==> config.mk <==
export PLATFORM = sky130hd
export DESIGN_NAME = conv_frame_ctrl_flat
export DESIGN_NICKNAME = d
export VERILOG_FILES = /design/src/rtl/conv_frame_ctrl_if.sv /design/src/rtl/conv_frame_ctrl.sv /design/src/flat_wrapper.sv
export SDC_FILE = /design/constraint.sdc
export NUM_CORES = 1
export LEC_CHECK = 0
export CAP_MARGIN = 20
export CELL_PAD_IN_SITES_DETAIL_PLACEMENT = 1
export CELL_PAD_IN_SITES_GLOBAL_PLACEMENT = 1
export CORE_UTILIZATION = 37
export CTS_BUF_LIST = sky130_fd_sc_hd__clkbuf_4 sky130_fd_sc_hd__clkbuf_8
export DETAILED_ROUTE_END_ITERATION = 16
export GPL_TIMING_DRIVEN = 0
export PLACE_DENSITY = 0.83
export REMOVE_ABC_BUFFERS = 1
export SYNTH_ARGS = -nofsm -noshare
export SYNTH_HDL_FRONTEND = slang
export SYNTH_SLANG_ARGS = --single-unit
==> constraint.sdc <==
create_clock -name clk -period 1.9 [get_ports clk]
set_input_delay 0.57 -clock clk [delete_from_list [all_inputs] [get_ports clk]]
set_output_delay 0.57 -clock clk [all_outputs]
set_load 0.01 [all_outputs]
==> src/rtl/conv_frame_ctrl_if.sv <==
// Pixel stream, core strobe and tagged-result signals shared by the frame controller
// and its environment. The controller takes the slave side.
interface conv_frame_ctrl_if #(
    parameter int IMG_W = 34,
    parameter int IMG_H = 34,
    parameter int K     = 3
);
    localparam int ROW_W = $clog2(IMG_H - K + 1);
    localparam int COL_W = $clog2(IMG_W - K + 1);

    logic                    in_valid;
    logic                    in_bit;
    logic                    in_ready;
    logic                    Din_Valid;
    logic                    Din;
    logic                    Cal_Valid;
    logic signed [7:0]       core_dout;
    logic                    out_valid;
    logic signed [7:0]       out_data;
    logic [ROW_W-1:0]        out_row;
    logic [COL_W-1:0]        out_col;
    logic                    out_last;

    modport slave (
        input  in_valid, in_bit, core_dout,
        output in_ready, Din_Valid, Din, Cal_Valid,
               out_valid, out_data, out_row, out_col, out_last
    );

    modport master (
        output in_valid, in_bit, core_dout,
        input  in_ready, Din_Valid, Din, Cal_Valid,
               out_valid, out_data, out_row, out_col, out_last
    );
endinterface

==> src/rtl/conv_frame_ctrl.sv <==
// Frame sequencer for the binary 3x3 convolution core: feeds pixels, flushes the last
// window, and tags the core's registered results with coordinates and end-of-frame.
module conv_frame_ctrl #(
    parameter int IMG_W = 34,
    parameter int IMG_H = 34,
    parameter int K     = 3
) (
    input  logic                  clk,
    input  logic                  rst_n,
    input  logic                  start_i,
    input  logic                  abort_i,
    conv_frame_ctrl_if.slave      bus,
    output logic                  busy_o,
    output logic                  done_o
);
    localparam int PR_W = $clog2(IMG_H);
    localparam int PC_W = $clog2(IMG_W);
    localparam int OR_W = $clog2(IMG_H - K + 1);
    localparam int OC_W = $clog2(IMG_W - K + 1);

    typedef enum logic [1:0] {IDLE, RUN, FLUSH, DRAIN} state_t;

    state_t            state_q;
    logic [PR_W-1:0]   pixRow_q, pixRow_d, winRow_q;
    logic [PC_W-1:0]   pixCol_q, pixCol_d, winCol_q;
    logic [OR_W-1:0]   outRow_q, outRow_d;
    logic [OC_W-1:0]   outCol_q, outCol_d;
    logic              winHas_q;
    logic              calValid_q;
    logic              outValid_q;
    logic              drain_q;

    logic              beat;
    logic              winOk;
    logic              lastPix;
    logic              lastOut;

    assign beat    = (state_q == RUN && bus.in_valid) || state_q == FLUSH;
    assign winOk   = winHas_q && winRow_q >= PR_W'(K - 1) && winCol_q >= PC_W'(K - 1);
    assign lastPix = pixRow_q == PR_W'(IMG_H - 1) && pixCol_q == PC_W'(IMG_W - 1);
    assign lastOut = outRow_q == OR_W'(IMG_H - K) && outCol_q == OC_W'(IMG_W - K);

    always_comb begin
        pixCol_d = pixCol_q + PC_W'(1);
        pixRow_d = pixRow_q;
        if (pixCol_q == PC_W'(IMG_W - 1)) begin
            pixCol_d = '0;
            pixRow_d = pixRow_q + PR_W'(1);
        end
        outCol_d = outCol_q + OC_W'(1);
        outRow_d = outRow_q;
        if (outCol_q == OC_W'(IMG_W - K)) begin
            outCol_d = '0;
            outRow_d = outRow_q + OR_W'(1);
        end
    end

    // The core's window on a beat ends at the previously shifted pixel, so the win_*
    // registers trail the pixel counters by one beat and gate Cal_Valid.
    always_ff @(posedge clk or negedge rst_n) begin
        if (!rst_n) begin
            state_q    <= IDLE;
            pixRow_q   <= '0;
            pixCol_q   <= '0;
            winRow_q   <= '0;
            winCol_q   <= '0;
            winHas_q   <= 1'b0;
            outRow_q   <= '0;
            outCol_q   <= '0;
            calValid_q <= 1'b0;
            outValid_q <= 1'b0;
            drain_q    <= 1'b0;
        end else if (abort_i) begin
            state_q    <= IDLE;
            pixRow_q   <= '0;
            pixCol_q   <= '0;
            winRow_q   <= '0;
            winCol_q   <= '0;
            winHas_q   <= 1'b0;
            outRow_q   <= '0;
            outCol_q   <= '0;
            calValid_q <= 1'b0;
            outValid_q <= 1'b0;
            drain_q    <= 1'b0;
        end else begin
            calValid_q <= beat && winOk;
            outValid_q <= calValid_q;
            if (beat) begin
                winRow_q <= pixRow_q;
                winCol_q <= pixCol_q;
                winHas_q <= (state_q == RUN);
            end
            if (outValid_q) begin
                outRow_q <= outRow_d;
                outCol_q <= outCol_d;
            end
            case (state_q)
                IDLE: begin
                    if (start_i) begin
                        state_q  <= RUN;
                        pixRow_q <= '0;
                        pixCol_q <= '0;
                        winHas_q <= 1'b0;
                        outRow_q <= '0;
                        outCol_q <= '0;
                    end
                end
                RUN: begin
                    if (bus.in_valid) begin
                        pixRow_q <= pixRow_d;
                        pixCol_q <= pixCol_d;
                        if (lastPix) state_q <= FLUSH;
                    end
                end
                FLUSH: begin
                    state_q <= DRAIN;
                    drain_q <= 1'b0;
                end
                DRAIN: begin
                    drain_q <= 1'b1;
                    if (drain_q) begin
                        state_q <= IDLE;
                        drain_q <= 1'b0;
                    end
                end
                default: state_q <= IDLE;
            endcase
        end
    end

    assign bus.in_ready  = (state_q == RUN);
    assign bus.Din_Valid = beat;
    assign bus.Din       = (state_q == RUN) ? bus.in_bit : 1'b0;
    assign bus.Cal_Valid = calValid_q;
    assign bus.out_valid = outValid_q;
    assign bus.out_data  = bus.core_dout;
    assign bus.out_row   = outRow_q;
    assign bus.out_col   = outCol_q;
    assign bus.out_last  = outValid_q && lastOut;
    assign busy_o        = (state_q != IDLE);
    assign done_o        = outValid_q && lastOut;
endmodule

==> src/flat_wrapper.sv <==
// flat-port wrapper written by rule: the top's interface ports become plain ports
module conv_frame_ctrl_flat 
#(
    parameter int IMG_W = 34,
    parameter int IMG_H = 34,
    parameter int K     = 3
)
  (clk, rst_n, start_i, abort_i, busy_o, done_o, bus_in_valid, bus_in_bit, bus_core_dout, bus_in_ready, bus_Din_Valid, bus_Din, bus_Cal_Valid, bus_out_valid, bus_out_data, bus_out_row, bus_out_col, bus_out_last);
  conv_frame_ctrl_if #(.IMG_W(IMG_W), .IMG_H(IMG_H), .K(K)) bus_i ();
  input  logic clk;
  input  logic rst_n;
  input  logic start_i;
  input  logic abort_i;
  output logic busy_o;
  output logic done_o;
  input wire logic [$bits(bus_i.in_valid)-1:0] bus_in_valid;
  input wire logic [$bits(bus_i.in_bit)-1:0] bus_in_bit;
  input wire logic [$bits(bus_i.core_dout)-1:0] bus_core_dout;
  output wire logic [$bits(bus_i.in_ready)-1:0] bus_in_ready;
  output wire logic [$bits(bus_i.Din_Valid)-1:0] bus_Din_Valid;
  output wire logic [$bits(bus_i.Din)-1:0] bus_Din;
  output wire logic [$bits(bus_i.Cal_Valid)-1:0] bus_Cal_Valid;
  output wire logic [$bits(bus_i.out_valid)-1:0] bus_out_valid;
  output wire logic [$bits(bus_i.out_data)-1:0] bus_out_data;
  output wire logic [$bits(bus_i.out_row)-1:0] bus_out_row;
  output wire logic [$bits(bus_i.out_col)-1:0] bus_out_col;
  output wire logic [$bits(bus_i.out_last)-1:0] bus_out_last;
  assign bus_i.in_valid = bus_in_valid;
  assign bus_i.in_bit = bus_in_bit;
  assign bus_i.core_dout = bus_core_dout;
  assign bus_in_ready = bus_i.in_ready;
  assign bus_Din_Valid = bus_i.Din_Valid;
  assign bus_Din = bus_i.Din;
  assign bus_Cal_Valid = bus_i.Cal_Valid;
  assign bus_out_valid = bus_i.out_valid;
  assign bus_out_data = bus_i.out_data;
  assign bus_out_row = bus_i.out_row;
  assign bus_out_col = bus_i.out_col;
  assign bus_out_last = bus_i.out_last;
  conv_frame_ctrl #(.IMG_W(IMG_W), .IMG_H(IMG_H), .K(K)) u_core (.clk(clk), .rst_n(rst_n), .start_i(start_i), .abort_i(abort_i), .bus(bus_i), .busy_o(busy_o), .done_o(done_o));
endmodule
After elaboration in Yosys (flattened, before gate mapping)
Index checks and enable logic that the tools add are counted.
{"block": "word_totals", "ff_bits": 40, "in_bits": 14, "out_inout_bits": 26, "word_cells": 84}
{"block": "classes", "add_sub_neg": 4, "order_cmp": 2, "n_eq_ne": 12, "mux": 39, "reduce_logical": 16}
{"cell": "6-bit 2-to-1 mux", "n": 11}
{"cell": "5-bit 2-to-1 mux", "n": 10}
{"cell": "6-bit case mux with 2 select lines", "n": 2}
{"cell": "6-bit by 1-bit adder with 6-bit output (second input constant)", "n": 2}
{"cell": "6-bit equality test (second input constant)", "n": 2}
{"cell": "6-bit by 2-bit >= comparator with 1-bit output (second input constant)", "n": 2}
{"cell": "5-bit by 1-bit adder with 5-bit output (second input constant)", "n": 2}
{"cell": "5-bit equality test (second input constant)", "n": 2}
{"cell": "2-bit 2-to-1 mux", "n": 5}
{"cell": "1-bit 2-to-1 mux", "n": 9}
{"cell": "3-bit by 2-bit != test with 1-bit output (second input constant)", "n": 3}
{"cell": "2-bit case mux with 4 select lines", "n": 1}
{"cell": "4-bit AND reduction", "n": 2}
{"cell": "1-bit logical AND", "n": 7}
{"cell": "3-bit != test (second input constant)", "n": 2}
{"cell": "3-bit nonzero test", "n": 2}
{"cell": "2-bit equality test (second input constant)", "n": 2}
{"cell": "2-bit nonzero test", "n": 2}
{"cell": "3-bit AND reduction", "n": 1}
{"cell": "2-bit by 1-bit equality test with 1-bit output (second input constant)", "n": 1}
{"cell": "2-bit logical NOT", "n": 1}
{"cell": "1-bit case mux with 2 select lines", "n": 1}
{"cell": "1-bit logical OR", "n": 1}

Depth between registers and ports, before layout
Gate-level depths: netlist of the first run.
{"block": "logic_depth", "word_depth": 7, "mapped_depth": 8, "depth_no_buf": 7}

Worst setup path before layout of the first run
No wires, ideal clock.
{"block": "synth_path", "path_type": "flip-flop to output port", "from": "reg u_core.outCol_q[0] (netlist: u_core.bus.out_col[0])", "to": "out done_o", "t_arrival_ns": 1.408, "t_required_ns": 1.330, "slack_ns": -0.078, "stages_incl_launch_ff": 6, "path_buffers": 1, "cell_sequence": "dfrtp_1 > ha_1 > and3_1 > ha_1 > and3_1 > buf_4"}
{"block": "synth_via", "elab_chain_cells": 3}
{"element": "start: declaration", "line_no": "conv_frame_ctrl.sv:27", "rtl": "logic [OC_W-1:0] outCol_q, outCol_d;"}
{"element": "start signal: assignment", "line_no": "conv_frame_ctrl.sv:95", "rtl": "outCol_q <= outCol_d;"}
{"element": "5-bit equality test", "line_no": "conv_frame_ctrl.sv:41", "rtl": "assign lastOut = outRow_q == OR_W'(IMG_H - K) && outCol_q == OC_W'(IMG_W - K);"}
{"element": "1-bit logical AND", "line_no": "conv_frame_ctrl.sv:41"}
{"element": "1-bit logical AND"}
{"element": "end: declaration", "line_no": "flat_wrapper.sv:15", "rtl": "output logic done_o;"}
No other way between the ends.

Final worst setup path of the first run
{"block": "layout_path", "from": "reg u_core.state_q[0]", "to": "reg u_core.pixCol_q[0]"}
{"block": "layout_via", "elab_chain_cells": 3, "word_cells_on_any_way": 8, "cone_classes": "3 x eq/ne; 2 x mux; 3 x reduce/logical"}
{"element": "start: declaration", "line_no": "conv_frame_ctrl.sv:23", "rtl": "state_t state_q;"}
{"element": "start signal: assignment", "line_no": "conv_frame_ctrl.sv:62", "rtl": "state_q <= IDLE;"}
{"element": "start signal: assignment", "line_no": "conv_frame_ctrl.sv:74", "rtl": "state_q <= IDLE;"}
{"element": "start signal: assignment", "line_no": "conv_frame_ctrl.sv:100", "rtl": "state_q <= RUN;"}
{"element": "2-bit by 1-bit equality test with 1-bit output or 2-bit logical NOT (tied branches)", "line_no": "conv_frame_ctrl.sv:97", "rtl": "case (state_q)"}
{"element": "3-bit != test (no source line), or another cell as far along"}
{"element": "3-bit AND reduction (no source line) or 6-bit 2-to-1 mux (tied branches)"}
{"element": "end signal: assignment", "line_no": "conv_frame_ctrl.sv:111", "rtl": "pixCol_q <= pixCol_d;"}
{"element": "end: declaration", "line_no": "conv_frame_ctrl.sv:25", "rtl": "logic [PC_W-1:0] pixCol_q, pixCol_d, winCol_q;"}
Several ways; a longest one is shown, not always the timed one.
A chain may end at the register's enable or synchronous reset.

==> results.txt, run 1 <==
----------------------------------------------------
[Timing]
  Unrepaired setup endpoints after global routing ... yes
  Headroom to the max-slew limit ... a little over two fifths
  Clock period minus final worst setup slack ... around 2.1 ns
  Final critical-path share of the clock period ... 110%
  Final sum of negative setup slack ... -2.03 ns
  Fmax ... 480 MHz
  Count of endpoints failing setup in the final report ... 15
  Largest clock skew in the final design ... about 0.0047 ns
  Worst setup margin ... -0.185 ns
  Final count of pins violating max slew ... 0
  Count of endpoints failing hold in the final timing report ... 0
  Worst Max-Slew Pin Slew ... ~0.85 ns

[Clock network]
  Number of buffers inserted during clock tree synthesis ... 5
  CTS Hold Buffers Added ... 0
  Master cell of the clock root buffer ... sky130_fd_sc_hd__clkbuf_8
  Buffers from clock root to sink, at most ... 2
  Clock-pin slew of the registers on the worst-case setup and hold paths ... approximately 0.08 ns
  CTS tree ... built
  Clock Latency Late Sink ... 0.29 ns
  Sink Count ... 38
  Maximum level of the CTS H-tree ... 2

[Drt]
  Via-per-instance ratio ... between 5 and 6
  DR pass1 iterations ... 4
  Total Wirelength ... roughly 6.5 mm
  Detailed router's first-iteration violation count ... 81
  Number of nets with antenna violations after routing ... 0
  Total number of vias ... between 1500 and 2000
  Detailed-route wire length per cell ... between 15 and 20 um
  DRC violation count after routing ... 0

[Yosys]
  Total number of yosys warnings ... 0
  Leading area contributor after synthesis ... sky130_fd_sc_hd__dfrtp_1
  Area share of the largest cell type after synthesis ... ~45%
  Post-synth top cells ... sky130_fd_sc_hd__dfrtp_1, sky130_fd_sc_hd__nand2_1, sky130_fd_sc_hd__a21oi_1
  Sequential element share of the synthesized area ... approximately 45%
  Register bit count reported by yosys ... 38
  Count of different cell masters after synthesis ... 42
  Dominant synthesized flop cell ... sky130_fd_sc_hd__dfrtp_1
  Share of flip-flops with an asynchronous set or reset after synthesis ... 100%
  Most frequently used cell type in the post-synthesis netlist ... sky130_fd_sc_hd__dfrtp_1
  Post-Synthesis Mean Instance Area ... roughly 9.2 um2
  Mapped cell area ... 2120 um2
  Synthesized netlist cell count ... roughly 230
  EDFF count, synth ... 0
  Top area cells in the synthesized netlist ... sky130_fd_sc_hd__dfrtp_1, sky130_fd_sc_hd__ha_1, sky130_fd_sc_hd__nand2_1, sky130_fd_sc_hd__a21oi_1, sky130_fd_sc_hd__o21ai_0

[Pwr]
  Clk pwr share ... roughly 22%
  Overall power after layout ... around 2.6 mW
  Internal power ... approximately 1.7 mW
  Switching Share ... 36.2%
  Maximum ir drop on the vdd rail ... ~0.42 mV
  Reported net switching power ... roughly 0.95 mW
  Power density normalized to cell area ... approximately 910 nW/um2
  Leak pwr ... approximately 1.3 nW
  Register share of total power ... roughly 33%
  Combinational group share of total power ... roughly 45%

[Critical path]
  Register-to-Register Path Depth ... 9
  Critical-path maximum fanout ... 5
  Worst reg2reg path startpoint ... u_core.state_q[0]
  Critical path data arrival time ... ~2.3 ns
  Largest stage delay, worst path ... about 0.39 ns
  Cell with the largest stage delay on the worst path ... sky130_fd_sc_hd__dfrtp_1
  Flop-to-flop setup slack ... -0.18 ns
  Endpoint type of the worst setup path ... register
  Setup CP Type ... reg2reg
  Worst reg2reg endpoint ... u_core.pixCol_q[0]
  Startpoint type of the worst setup path ... register
  Worst setup path startpoint ... u_core.state_q[0]
  Worst endpoint required time ... between 2 and 2.5 ns
  CP Cell Sequence ... buf_6 -> ha_4 -> buf_12 -> buf_4 -> buf_6 -> or2_4 -> a31oi_4 -> nand2b_4 -> o21ai_1
  Dominant cell type by count on the critical path ... sky130_fd_sc_hd__buf_6

[Status]
  Violated checks ... negative setup slack
  Outcome ... complete, but fails checks

[Global route]
  Final global-route overflow total ... 0
  Total GRT Usage ... a little over a fifth
  Antenna violations before repair ... 0
  Number of global-route vias before repair ... slightly above 2000
  First-pass GRT wire length ... 9.77 mm
  Maximum number of pins on one net before global-route repair ... 39

[Final layout]
  Number of nets in the finished design ... about 300
  Layout overhead on the synthesized area ... 35.8%
  Share of layout cells above drive strength 1 ... slightly below 30%
  Number of antenna diodes ... 0

[Floorplan]
  Die X-Extent ... slightly below 80 um
  Row count ... 27
  Number of top-level design ports ... 40
  Initial cell density of the core ... between 30 and 40%
  Die H ... 77.8 um
  Overall die area ... slightly above 6000 um2
  Area of the core ... between 5000 and 6000 um2

[Min path]
  Classification of the worst-slack hold path ... in2async

[Placement]
  Port-buffer cells ... 23
  RD Place Congestion ... 0.796
  Post-detail-place hpwl ... around 3.3 mm

[Run]
  Count of maximum capacitance violations ... 0

----------------------------------------------------
## worst max-delay path: cells and delay by family (launching register included)
| kind | cells | cell delay (ns) |
|---|---|---|
| DFF | 1 | 0.39 |
| buffers and inverters | 4 | 0.51 |
| and+or+nand+nor | 2 | 0.52 |
| adders and majority gates | 1 | 0.16 |
| AOI/OAI and AO/OA | 2 | 0.39 |
## cell families after synthesis
group           count (synthesis)  synth area share, %
simple gates                   90                 22.1
fa+ha+maj                      14                 8.25
mux                             3                 1.47
compound gates                 56                 15.6
buf+inv                        28                 7.01
flops                          38                 44.8
xor+xnor                        2                0.825
## power by group through the flow
stage	Sequential [mW]	Clock (mW)	Combinational, mW
finish	0.870	0.591	1.17
global route	0.873	0.629	1.24
CTS	0.867	0.612	0.970
detailed placement	0.890	0	0.604
global placement	0.888	0	0.585
floorplan	0.882	0	0.378
## area by class of cell
type,instances,area [um2]
Clock buffer,7,90.1
Clock inverter,1,5.00
Fill cell,615,2620
Inverter,10,41.3
Multi-Input combinational cell,166,1220
Sequential cell,38,953
Tap cell,72,90.1
Timing Repair Buffer,53,482
## how the worst max path moves through the flow
stage,slack (ns),cells past startpoint,to
after global placement,-1.45,4,bus_Din_Valid
final,-0.18,9,u_core.pixCol_q[0]
after CTS,-0.21,6,bus_Din_Valid
after global routing,-0.24,5,bus_Din_Valid
after floorplan,-0.23,4,bus_Din_Valid
after detailed placement,-1.42,4,bus_Din_Valid
## layer usage
layer,vias up,track usage [%],share of wire [%]
met5,-,0,0
met4,0,10.6,3.6
met3,18,4.24,2.8
met2,52,37.2,53
met1,982,23.6,41
li1,890,-,-
## registers in the layout (all words and copies together), names as in the netlist
| register | flops |
|---|---|
| u_core.pixCol_q | 6 |
| u_core.bus.out_col | 5 |
| u_core.bus.Cal_Valid | 1 |
| u_core.state_q | 2 |
| u_core.winCol_q | 5 |
| u_core.pixRow_q | 6 |
| u_core.bus.out_valid | 1 |
| u_core.winRow_q | 5 |
| u_core.bus.out_row | 5 |
| u_core.winHas_q | 1 |
| u_core.drain_q | 1 |
## metrics by stage
step,std cells,setup slack [ns],instance area [um2],hold slack (ns),utilization [%]
after floorplan,213,-0.226,2010,0.274,-
after global placement,308,-1.45,2330,0.502,42.4
after detailed placement,309,-1.42,2330,0.503,42.4
after CTS,341,-0.211,2740,0.427,49.8
after global routing,347,-0.241,2880,0.452,52.4
final,347,-0.185,2880,0.381,52.4
## cell usage in the layout (no fill, tap or decap), types with 3 or more instances in the layout
master	count
sky130_fd_sc_hd__a21oi_1	18
sky130_fd_sc_hd__a31oi_1	4
sky130_fd_sc_hd__and3_1	4
sky130_fd_sc_hd__and3_4	3
sky130_fd_sc_hd__buf_2	3
sky130_fd_sc_hd__buf_4	24
sky130_fd_sc_hd__buf_6	7
sky130_fd_sc_hd__clkbuf_8	6
sky130_fd_sc_hd__clkdlybuf4s50_1	10
sky130_fd_sc_hd__dfrtp_1	36
sky130_fd_sc_hd__dlygate4sd2_1	3
sky130_fd_sc_hd__dlymetal6s2s_1	4
sky130_fd_sc_hd__ha_1	7
sky130_fd_sc_hd__ha_2	4
sky130_fd_sc_hd__ha_4	3
sky130_fd_sc_hd__inv_1	8
sky130_fd_sc_hd__nand2_1	30
sky130_fd_sc_hd__nand2b_1	5
sky130_fd_sc_hd__nand3_1	9
sky130_fd_sc_hd__nor2_1	15
sky130_fd_sc_hd__o21ai_0	7
sky130_fd_sc_hd__o21ai_1	8
sky130_fd_sc_hd__o21ai_2	4
## what timing repair did
item | in CTS | in global routing
cloned | 1 | 0
setup buffers | 23 | 6
pin swaps | 6 | 10
endpoints found under the hold margin | 0 | 0
setup endpoints to repair | 40 | 21
resized for setup | 52 | 35
Power figures use the tool's default switching activity.
==> run 2, diff against run 1 <==
--- a/config.mk
+++ b/config.mk
@@ -12,8 +12,10 @@
 export CTS_BUF_LIST = sky130_fd_sc_hd__clkbuf_4 sky130_fd_sc_hd__clkbuf_8
 export DETAILED_ROUTE_END_ITERATION = 16
 export GPL_TIMING_DRIVEN = 0
+export MAX_ROUTING_LAYER = met4
 export PLACE_DENSITY = 0.83
 export REMOVE_ABC_BUFFERS = 1
+export SETUP_SLACK_MARGIN = 0.2
 export SYNTH_ARGS = -nofsm -noshare
 export SYNTH_HDL_FRONTEND = slang
 export SYNTH_SLANG_ARGS = --single-unit
==> results.txt, run 2 (synthesized netlist as in run 1, its figures left out) <==
----------------------------------------------------
[Pwr]
  Switching Share ... between 30 and 40%
  Maximum ir drop on the vdd rail ... between 0.5 and 0.6 mV
  Clk pwr share ... roughly a fifth
  Combinational group share of total power ... about half
  Overall power after layout ... 3.03 mW
  Internal power ... about 1.9 mW
  Register share of total power ... around 29%
  Power density normalized to cell area ... ~970 nW/um2
  Leak pwr ... between 1 and 1.5 nW
  Reported net switching power ... between 1 and 1.5 mW

[Clock network]
  Number of buffers inserted during clock tree synthesis ... 5
  Buffers from clock root to sink, at most ... 2
  CTS tree ... built
  Master cell of the clock root buffer ... sky130_fd_sc_hd__clkbuf_8
  Clock-pin slew of the registers on the worst-case setup and hold paths ... 0.08 ns
  Sink Count ... 38
  Clock Latency Late Sink ... ~0.3 ns
  Maximum level of the CTS H-tree ... 2
  CTS Hold Buffers Added ... 0

[Floorplan]
  Row count ... 27
  Initial cell density of the core ... slightly below 40%
  Die H ... ~80 um
  Area of the core ... 5510 um2
  Die X-Extent ... between 70 and 80 um
  Overall die area ... 6050 um2
  Number of top-level design ports ... 40

[Final layout]
  Number of nets in the finished design ... roughly 320
  Leading cell type in the layout, fill and taps excluded ... sky130_fd_sc_hd__dfrtp_1
  Number of antenna diodes ... 0
  Fillers ... between 600 and 700
  Largest registers in the final layout ... u_core.pixCol_q: 6 flops, u_core.pixRow_q: 6 flops
  Layout overhead on the synthesized area ... 47.3%
  Commonest cells after routing, fill and taps aside ... sky130_fd_sc_hd__dfrtp_1, sky130_fd_sc_hd__buf_4, sky130_fd_sc_hd__nand2_1, sky130_fd_sc_hd__a21oi_1, sky130_fd_sc_hd__nor2_1
  Share of layout cells above drive strength 1 ... approximately 40%

[Global route]
  First-pass GRT wire length ... between 10 and 15 mm
  Met2 demand-to-capacity share in global routing ... 42.7%
  Final global-route overflow total ... 0
  Total GRT Usage ... about a quarter
  GR Util met3 ... 4.71%
  Maximum number of pins on one net before global-route repair ... 39
  Antenna violations before repair ... 0
  Number of global-route vias before repair ... 2172
  Global routing's busiest layer ... met2
  Met1 layer usage reported by global route ... between 30 and 40%

[Drt]
  Total Wirelength ... between 7 and 8 mm
  DR pass1 iterations ... 4
  Detailed-route wire length per cell ... ~21 um
  Via-per-instance ratio ... roughly 5.6
  DRC violation count after routing ... 0
  Total number of vias ... between 2000 and 2500
  Number of nets with antenna violations after routing ... 0
  Detailed router's first-iteration violation count ... ~120

[Placement]
  Post-detail-place hpwl ... approximately 3.3 mm
  Port-buffer cells ... 23
  Pre-CTS WS ... -1.42 ns
  RD Place Congestion ... around 0.8

[Status]
  Violated checks ... negative setup slack
  Outcome ... complete, but fails checks

[Timing]
  Worst setup margin ... -0.264 ns
  Headroom to the max-slew limit ... between 40 and 50%
  Count of endpoints failing setup in the final report ... 16
  Clock period minus final worst setup slack ... 2.16 ns
  Count of endpoints failing hold in the final timing report ... 0
  Final critical-path share of the clock period ... 114%
  Largest clock skew in the final design ... approximately 0.0052 ns
  Fmax ... 462 MHz
  Unrepaired setup endpoints after global routing ... yes
  Worst Max-Slew Pin Slew ... a little under 0.9 ns
  Final count of pins violating max slew ... 0

[Critical path]
  CP Cell Sequence ... buf_6 -> ha_4 -> buf_12 -> buf_4 -> buf_6 -> or2_4 -> a31oi_4 -> nand2b_4 -> o31ai_2
  Kind of cell adding the most delay to the critical path ... simple AND/OR/NAND/NOR gates
  Critical path data arrival time ... 2.33 ns
  Cell with the largest stage delay on the worst path ... sky130_fd_sc_hd__dfrtp_1
  Worst endpoint required time ... 2.06 ns
  Largest stage delay, worst path ... approximately 0.40 ns
  Setup CP Type ... reg2reg
  Dominant cell type by count on the critical path ... sky130_fd_sc_hd__buf_6
  Startpoint type of the worst setup path ... register
  Critical path buffer and inverter count ... 4
  Critical-path maximum fanout ... 5
  Endpoint type of the worst setup path ... register

[Run]
  Count of maximum capacitance violations ... 0

[Min path]
  Classification of the worst-slack hold path ... in2async

----------------------------------------------------
-- run 2: power by group through the flow --
stage	registers [mW]	logic (mW)	clock network, mW
2_1_floorplan	0.882	0.378	0
3_3_place_gp	0.888	0.585	0
3_5_place_dp	0.890	0.604	0
4_1_cts	0.859	1.19	0.612
5_1_grt	0.866	1.64	0.638
6_report	0.866	1.56	0.601
-- run 2: area by class of cell --
class,count,area [um2],share of cell area [%]
Clock buffer,7,90.1,2.88
Clock inverter,1,5.00,0.160
Inverter,10,48.8,1.56
Multi-Input combinational cell,166,1380,44.0
Sequential cell,38,953,30.5
Tap cell,72,90.1,2.88
Timing Repair Buffer,66,564,18.0
-- run 2: worst reg2reg max path, delay by kind of cell, from the launching register on --
family | cells | cell delay, ns
adders and majority gates | 1 | 0.16
and+or+nand+nor | 2 | 0.52
AOI/OAI and AO/OA | 2 | 0.44
buffers and inverters | 4 | 0.51
DFF | 1 | 0.40
-- run 2: what timing repair did --
item / CTS / global route
buffers inserted: 34 / 8
endpoints found under the hold margin: 0 / 0
pin swaps: 16 / 11
gates resized for setup: 99 / 44
endpoints found under the setup margin: 54 / 31
cloned: 1 / 0
-- run 2: path summary, 6_finish.rpt --
path	endpoint	depth (start not counted)	start	slack, ns
worst min-delay path	u_core.winCol_q[5]	1	rst_n	0.39
worst max register to register	u_core.pixCol_q[3]	9	u_core.state_q[0]	-0.26
min in group clk	u_core.bus.out_valid	1	u_core.bus.Cal_Valid	0.52
worst min register to register	u_core.bus.out_valid	1	u_core.bus.Cal_Valid	0.52
worst max-delay path	u_core.pixCol_q[3]	9	u_core.state_q[0]	-0.26
max in group asynchronous	u_core.bus.out_col[4]	1	rst_n	0.90
-- run 2: through the flow --
stage	TNS (ns)	cell area (um2)	cells	util, %	hold slack, ns
6_report	-2.68	3130	360	56.8	0.392
5_1_grt	-3.14	3130	360	56.8	0.451
4_1_cts	-1.29	2910	352	52.8	0.427
3_5_place_dp	-24.75	2330	309	42.4	0.503
3_3_place_gp	-53.30	2330	308	42.4	0.502
2_1_floorplan	-0.686	2010	213	-	0.274
-- run 2: routing by layer --
metal  wire length, um  up-vias
li1                  -      919
met1              3230      999
met2              3720       78
met3               412       22
met4               284        0
met5                 0        -
